===== src/rtl/pipeline_hazard_ctrl.sv =====
// Hazard controller for a 5-stage in-order pipeline.
// Holds the ID->EX, EX->MEM and MEM->WB control/PC registers, detects
// read-after-write hazards against the ID-stage instruction, and produces
// stall, flush and operand-forwarding decisions plus stall/flush counters.
//
// Ports
//   i_clk, i_reset          clock, synchronous active-high reset
//   i_id_*                  ID-stage instruction (valid, rs1, rs2, rd, reg_wr,
//                           is_load, pc, pc_next)
//   i_ex_redirect           EX resolved a taken branch/jump
//   o_stall_if/o_stall_id   hold PC and IF/ID register (combinational)
//   o_flush_id              clear IF/ID register (combinational)
//   o_fwd_a_sel/o_fwd_b_sel EX operand source: 00 regfile, 01 MEM, 10 WB
//   o_ex/mem/wb_valid       stage valid bits
//   o_ex_pc, o_wb_pc_next   EX PC and WB PC+4
//   o_wb_rd, o_wb_reg_wr    regfile write address / enable
//   o_stall_cnt/o_flush_cnt saturating performance counters
module pipeline_hazard_ctrl #(
    parameter int unsigned PC_WIDTH       = 32,
    parameter int unsigned REG_ADDR_WIDTH = 5,
    parameter int unsigned FWD_EN         = 1,
    parameter int unsigned CNT_WIDTH      = 32
) (
    input  logic                      i_clk,
    input  logic                      i_reset,
    input  logic                      i_id_valid,
    input  logic [REG_ADDR_WIDTH-1:0] i_id_rs1,
    input  logic [REG_ADDR_WIDTH-1:0] i_id_rs2,
    input  logic [REG_ADDR_WIDTH-1:0] i_id_rd,
    input  logic                      i_id_reg_wr,
    input  logic                      i_id_is_load,
    input  logic [PC_WIDTH-1:0]       i_id_pc,
    input  logic [PC_WIDTH-1:0]       i_id_pc_next,
    input  logic                      i_ex_redirect,
    output logic                      o_stall_if,
    output logic                      o_stall_id,
    output logic                      o_flush_id,
    output logic [1:0]                o_fwd_a_sel,
    output logic [1:0]                o_fwd_b_sel,
    output logic                      o_ex_valid,
    output logic                      o_mem_valid,
    output logic                      o_wb_valid,
    output logic [PC_WIDTH-1:0]       o_ex_pc,
    output logic [PC_WIDTH-1:0]       o_wb_pc_next,
    output logic [REG_ADDR_WIDTH-1:0] o_wb_rd,
    output logic                      o_wb_reg_wr,
    output logic [CNT_WIDTH-1:0]      o_stall_cnt,
    output logic [CNT_WIDTH-1:0]      o_flush_cnt
);

    localparam logic [1:0]           SEL_RF  = 2'b00;
    localparam logic [1:0]           SEL_MEM = 2'b01;
    localparam logic [1:0]           SEL_WB  = 2'b10;
    localparam logic [CNT_WIDTH-1:0] CNT_MAX = '1;

    typedef struct packed {
        logic                      valid;
        logic [REG_ADDR_WIDTH-1:0] rd;
        logic                      reg_wr;
        logic                      is_load;
        logic [PC_WIDTH-1:0]       pc;
        logic [PC_WIDTH-1:0]       pc_next;
    } stage_t;

    typedef struct packed {
        stage_t                    st;
        logic [REG_ADDR_WIDTH-1:0] rs1;
        logic [REG_ADDR_WIDTH-1:0] rs2;
    } idex_t;

    idex_t  ex_q;
    idex_t  ex_d;
    stage_t mem_q;
    stage_t wb_q;

    logic hz_ex;
    logic hz_mem;
    logic stall_raw;
    logic redirect;
    logic stall;

    logic [CNT_WIDTH-1:0] stall_cnt_q;
    logic [CNT_WIDTH-1:0] flush_cnt_q;

    // True when a valid stage writes a non-x0 register equal to r.
    function automatic logic writes_reg(input stage_t s, input logic [REG_ADDR_WIDTH-1:0] r);
        return s.valid && s.reg_wr && (s.rd != '0) && (s.rd == r);
    endfunction

    // Operand source for one EX read port; MEM beats WB, loads in MEM cannot forward.
    function automatic logic [1:0] fwd_sel(input logic ex_valid, input stage_t mem,
                                           input stage_t wb,
                                           input logic [REG_ADDR_WIDTH-1:0] rs);
        logic [1:0] sel;
        sel = SEL_RF;
        if (FWD_EN != 0 && ex_valid) begin
            if (writes_reg(mem, rs) && !mem.is_load) begin
                sel = SEL_MEM;
            end else if (writes_reg(wb, rs)) begin
                sel = SEL_WB;
            end
        end
        return sel;
    endfunction

    // Hazard detection, stall/redirect arbitration and ID->EX next value.
    always_comb begin
        hz_ex     = i_id_valid && (writes_reg(ex_q.st, i_id_rs1) || writes_reg(ex_q.st, i_id_rs2));
        hz_mem    = i_id_valid && (writes_reg(mem_q, i_id_rs1) || writes_reg(mem_q, i_id_rs2));
        stall_raw = (FWD_EN != 0) ? (hz_ex && ex_q.st.is_load) : (hz_ex || hz_mem);
        redirect  = i_ex_redirect && ex_q.st.valid;
        // A taken redirect kills the ID instruction, so any stall on it is moot.
        stall     = stall_raw && !redirect;

        ex_d = '0;
        if (!(stall || redirect)) begin
            ex_d.st.valid   = i_id_valid;
            ex_d.st.rd      = i_id_rd;
            ex_d.st.reg_wr  = i_id_reg_wr;
            ex_d.st.is_load = i_id_is_load;
            ex_d.st.pc      = i_id_pc;
            ex_d.st.pc_next = i_id_pc_next;
            ex_d.rs1        = i_id_rs1;
            ex_d.rs2        = i_id_rs2;
        end
    end

    // Pipeline registers; EX->MEM and MEM->WB always advance.
    always_ff @(posedge i_clk) begin
        if (i_reset) begin
            ex_q  <= '0;
            mem_q <= '0;
            wb_q  <= '0;
        end else begin
            ex_q  <= ex_d;
            mem_q <= ex_q.st;
            wb_q  <= mem_q;
        end
    end

    // Saturating performance counters.
    always_ff @(posedge i_clk) begin
        if (i_reset) begin
            stall_cnt_q <= '0;
            flush_cnt_q <= '0;
        end else begin
            if (stall && (stall_cnt_q != CNT_MAX)) begin
                stall_cnt_q <= stall_cnt_q + CNT_WIDTH'(1);
            end
            if (redirect && (flush_cnt_q != CNT_MAX)) begin
                flush_cnt_q <= flush_cnt_q + CNT_WIDTH'(1);
            end
        end
    end

    // WB PC and load flag are carried for completeness but not consumed here.
    logic unused_wb_bits;
    assign unused_wb_bits = ^{wb_q.pc, wb_q.is_load};

    assign o_stall_if   = stall;
    assign o_stall_id   = stall;
    assign o_flush_id   = redirect;
    assign o_fwd_a_sel  = fwd_sel(ex_q.st.valid, mem_q, wb_q, ex_q.rs1);
    assign o_fwd_b_sel  = fwd_sel(ex_q.st.valid, mem_q, wb_q, ex_q.rs2);
    assign o_ex_valid   = ex_q.st.valid;
    assign o_mem_valid  = mem_q.valid;
    assign o_wb_valid   = wb_q.valid;
    assign o_ex_pc      = ex_q.st.pc;
    assign o_wb_pc_next = wb_q.pc_next;
    assign o_wb_rd      = wb_q.rd;
    assign o_wb_reg_wr  = wb_q.valid && wb_q.reg_wr;
    assign o_stall_cnt  = stall_cnt_q;
    assign o_flush_cnt  = flush_cnt_q;

endmodule


===== config.mk =====
export PLATFORM = sky130hd
export DESIGN_NAME = pipeline_hazard_ctrl
export DESIGN_NICKNAME = d
export VERILOG_FILES = /design/src/rtl/pipeline_hazard_ctrl.sv
export SDC_FILE = /design/constraint.sdc
export NUM_CORES = 1
export LEC_CHECK = 0
export CAP_MARGIN = 10
export CORE_UTILIZATION = 43
export CTS_CLUSTER_DIAMETER = 30
export DETAILED_ROUTE_END_ITERATION = 10
export HOLD_SLACK_MARGIN = 0.12
export PLACE_DENSITY_LB_ADDON = 0.25
export SKIP_LAST_GASP = 1
export SYNTH_ARGS = -nofsm -noshare
export SYNTH_HDL_FRONTEND = slang
export SYNTH_SLANG_ARGS = --single-unit

===== constraint.sdc =====
create_clock -name i_clk -period 3 [get_ports i_clk]
set_input_delay 0.6 -clock i_clk [delete_from_list [all_inputs] [get_ports i_clk]]
set_output_delay 0.6 -clock i_clk [all_outputs]
set_load 0.02 [all_outputs]

# Word-level counts from Yosys, hierarchy flattened

Cells that the tools add are included.

Add/sub/neg operators: 2
Equality and inequality tests: 8
Mux-type cells: 6
Reductions and logical operators: 28

Operators with widths:

| cell                  | count |
|---|---|
| $add 32x1->32 const B | 2 |
| $ne 32x32->1 const B  | 2 |
| $eq 5x5->1            | 6 |
| $logic_and 1x1->1     | 20 |
| $reduce_bool 5->1     | 3 |
| $mux 2                | 6 |
| $logic_not 1->1       | 2 |
| $logic_or 1x1->1      | 2 |
| $reduce_or 2->1       | 1 |

Register bits: 225
Bits of input ports: 85
Output and inout port bits: 144
Word-level logic and storage cells: 63

# Logic depth before layout (Yosys ltp)

Depth in word-level cells: 9
Depth in mapped cells: 10
Gate-level depth less buffers: 7

# Worst setup path after synthesis

Ideal clock, no wire load.

Path kind: input port to output port
Start point: in i_id_rs2[2]
End point: out o_stall_if
Data arrival time: 2.196 ns
Required time: 2.400 ns
Path slack: 0.204 ns
Stages: 9
Path buffers: 4
Cells stage by stage: xor2_1 > nor3_1 > a22oi_1 > or3_1 > clkbuf_1 > buf_2 > clkbuf_1 > inv_1 > buf_4

Cells in the longest elaborated chain, start to end: 6

Ends and longest elaborated chain:

| element           | RTL line | RTL |
|---|---|---|
| from (decl)       | 28       | `input logic [REG_ADDR_WIDTH-1:0] i_id_rs2,` |
| $eq 5x5->1        | 87       | `return s.valid && s.reg_wr && (s.rd != '0) && (s.rd == r);` |
| $logic_and 1x1->1 | 87       |  |
| $logic_or 1x1->1  | 108      | `hz_ex = i_id_valid && (writes_reg(ex_q.st, i_id_rs1) \|\| writes_reg(ex_q.st, i_id_rs2));` |
| $logic_and 1x1->1 | 108      |  |
| $logic_and 1x1->1 | 110      | `stall_raw = (FWD_EN != 0) ? (hz_ex && ex_q.st.is_load) : (hz_ex \|\| hz_mem);` |
| $logic_and 1x1->1 | 113      | `stall = stall_raw && !redirect;` |
| to (decl)         | 35       | `output logic o_stall_if,` |

No other way between the ends.

# Final worst setup path

Ends and elaborated chain as after synthesis.

==> flow_metrics.py <==
metrics = {
    "global_routing": {
        "grt_pass1_wl_um": 28500,
        "antenna_found_initial": 0,
        "grt_max_degree": 83,
        "overflow": 0,
        "grt_usage_pct": 17.7,
        "grt_pass1_vias": 5887,
    },
    "power_and_ir_drop": {
        "sw_frac_of_total_pct": 21.6,
        "ir_worst_vdd_uv": 634,
        "p_total_mw": 8.95,
        "p_switching_mw": 1.93,
        "p_int_mw": 7.02,
        "p_per_area_nw_per_um2": 731,
        "p_clk_share_pct": 60.3,
        "seqPwrFrac_pct": 35.1,
        "p_leak_nw": 4.68,
        "p_comb_share_pct": 4.7,
    },
    "critical_path": {
        "critPathLaunch": "i_id_rs2[2]",
        "worstReg2RegStart": "o_stall_cnt[2]",
        "r2r_slack_ns": 0.40,
        "crit_fanout": 2,
        "r2r_end": "o_stall_cnt[4]",
        "cp.arrival_ns": 2.36,
        "end_kind": "output port",
        "r2r_cells": 7,
        "critical_path_required_ns": 2.40,
        "critPathLaunchType": "input port",
        "setup.worst_path.class": "in -> out",
    },
    "logic_synthesis": {
        "synth_area_per_cell_um2": 9.98,
        "ys_seq_elements": 225,
        "yosysSeqAreaShare_pct": 53.0,
        "synth_cell_type_count": 43,
        "async_flop_share_pct": 0,
        "synth_edf_count": 0,
        "syn-cell-area_um2": 8490,
        "yosys_warnings": 0,
        "synth_flop_cell": "dfxtp_1",
        "syn_nets": 938,
        "synth_cells": 851,
    },
    "clock_tree": {
        "cts_tree": "built",
        "cts_sinks": 225,
        "cts_max_path_buffers": 3,
        "cts_hold_buf": 0,
        "root_buffer": "clkbuf_16",
        "numCtsBuffers": 47,
        "cts_setup_buffers": 0,
        "htreeDepth": 2,
        "path_clk_slew_ns": 0.05,
        "clock_latency_ns": 0.52,
    },
    "hold_path": {
        "worstHoldStart": "ex_q[35]",
        "holdPathEnd": "mem_q[25]",
        "worstHoldPathCells": 1,
        "hold_class": "reg -> reg",
    },
    "placement": {
        "gp_congestion": 0.756,
        "pre_cts_ws_ns": -0.330,
        "dp_hpwl_um": 11900,
        "io_buffers": 228,
        "dpl_cell_area_um2": 10500,
        "place_inst": 1248,
    },
    "timing": {
        "timing.hold.ws_ns": 0.425,
        "finalSetupViolCount": 0,
        "tns_ns": 0,
        "rsz0062_at_grt": "yes",
        "fin_crit_sh_pct": 98.7,
        "hold_violations": 0,
        "tightest_slew_ns": 0.702,
        "relSlewSlack_pct": 52.8,
        "layout_setup_ws_ns": 0.0389,
        "fin_crit_ns": 2.96,
        "maxSlewViolCount": 0,
        "fin_skew_ns": 0.0178,
        "max_clock_freq_mhz": 338,
    },
    "finish": {
        "final_nets": 1119,
        "area_growth_pct": 44.1,
        "layout_common_cells": "225 x dfxtp_1, 221 x clkdlybuf4s50_1, 90 x and2_1, 90 x nor2b_1",
        "n_fill_cell": 1602,
        "antennaDiodeCount": 0,
        "final_cells": 1335,
        "drive_gt1_share_pct": 11.4,
        "final_area_um2": 12200,
        "final_util_pct": 63.1,
        "final_common_cell": "dfxtp_1",
    },
    "floorplan": {
        "core.rowCount": 51,
        "die_h_um": 143,
        "core_area_um2": 19400,
        "die_w_um": 143,
        "initial_core_util_pct": 43.8,
        "die_area_um2": 20300,
        "io_pins": 229,
    },
    "detailed_routing": {
        "dr.pass1.iters": 4,
        "via_per_inst": 4.64,
        "drt-total-wl_um": 18000,
        "drc_errors": 0,
        "antenna_left": 0,
        "vias": 6196,
        "drt_iter0_drc": 223,
        "wl_per_cell_um": 13.5,
    },
    "job": {
        "cap_violations": 0,
    },
    "run_status": {
        "outcome": "completed",
    },
}
how the worst max path moves through the flow:
stage / slack, ns / cells past startpoint / endpoint
6_report: 0.04 / 7 / o_stall_if
3_3_place_gp: -0.34 / 7 / o_stall_id
2_1_floorplan: 0.20 / 9 / o_stall_if
3_5_place_dp: -0.33 / 7 / o_stall_if
4_1_cts: -0.06 / 5 / o_fwd_b_sel[0]
5_1_grt: -0.08 / 7 / o_stall_id
flip-flops by register name (all words and copies together) (netlist names):
signal and flops:
ex_q 49, o_wb_rd 5, o_flush_cnt 32, o_stall_cnt 32
o_ex_valid 1, o_wb_valid 1, o_wb_pc_next 32, o_ex_pc 32
mem_q 39, o_mem_valid 1, wb_q 1
cells by family (layout without fill, tap and decap cells):
logic type | count (synthesis) | count (layout) | share of synthesized area [%]
adders and majority gates | 2 | 2 | 0.295
buffers and inverters | 114 | 333 | 8.44
AOI/OAI and AO/OA | 61 | 61 | 4.30
xor gates and xnor gates | 55 | 55 | 5.67
muxes | 12 | 12 | 1.58
and+or+nand+nor | 382 | 382 | 26.7
DFF | 225 | 225 | 53.0
Yosys cell counts (2+ instances only):
cell type  number  area (µm²)
or2_2           2        12.5
and2_1         90         563
nand2_1        27         101
o31ai_1        18         135
mux2_2         11         124
nand4_1        15        93.8
clkbuf_1       32         120
dfxtp_1       225        4500
buf_4          70         526
nor3b_1         2        15.0
a31oi_1         2        12.5
o21ai_0        10        50.1
nor2b_1        90         563
nor3_1          9        45.0
nor4b_1         2        17.5
a21oi_1        25         125
inv_1           5        18.8
and3_1          8        50.1
and4_1         10        87.6
buf_2           3        15.0
or4_1          25         188
o21ai_1         2        10.0
nand2b_1        2        12.5
buf_6           3        33.8
xor2_1         36         315
or3_1          11        68.8
nor2_1         49         184
nor4_1         11        68.8
xnor2_1        19         166
ha_1            2        25.0
nand3_1        23         115
critical path: stages:
cell and delay [ns]:
clkdlybuf4s50_1 0.43, xor2_1 0.16, nor3_1 0.19, a22oi_1 0.14, or3_4 0.43, inv_1 0.08
dlygate4sd2_1 0.33
routing by layer:
metal	global-route usage (%)	vias to the layer above	part of all wire (%)
met2	28.3	189	46
li1	-	3155	-
met4	7.47	0	2.6
met5	0	-	0
met1	21.5	2809	44
met3	6.39	43	7.4
power by group through the flow:
| stage | logic, mW | registers [mW] | clock network (mW) |
|---|---|---|---|
| floorplan | 0.245 | 3.19 | 0 |
| global placement | 0.416 | 3.19 | 0 |
| detailed placement | 0.418 | 3.19 | 0 |
| CTS | 0.422 | 3.14 | 5.48 |
| global route | 0.452 | 3.14 | 5.65 |
| finish | 0.416 | 3.14 | 5.39 |
layout make-up:
| type | instances | area (µm²) | share of cell area, % |
|---|---|---|---|
| sequential | 225 | 4500 | 36.8 |
| clock inverter | 30 | 377 | 3.08 |
| multi-input combinational | 512 | 3290 | 26.9 |
| inverter | 5 | 18.8 | 0.153 |
| timing repair buffer | 241 | 2390 | 19.6 |
| tap | 265 | 332 | 2.71 |
| clock buffer | 57 | 1320 | 10.8 |
repair_timing:
action                     CTS  global route
setup endpoints to repair    6             4
pin swaps                    0             0
hold endpoints to repair     0             0
gates resized for setup      7             6
Note: power is estimated with default switching activity, not from simulation.
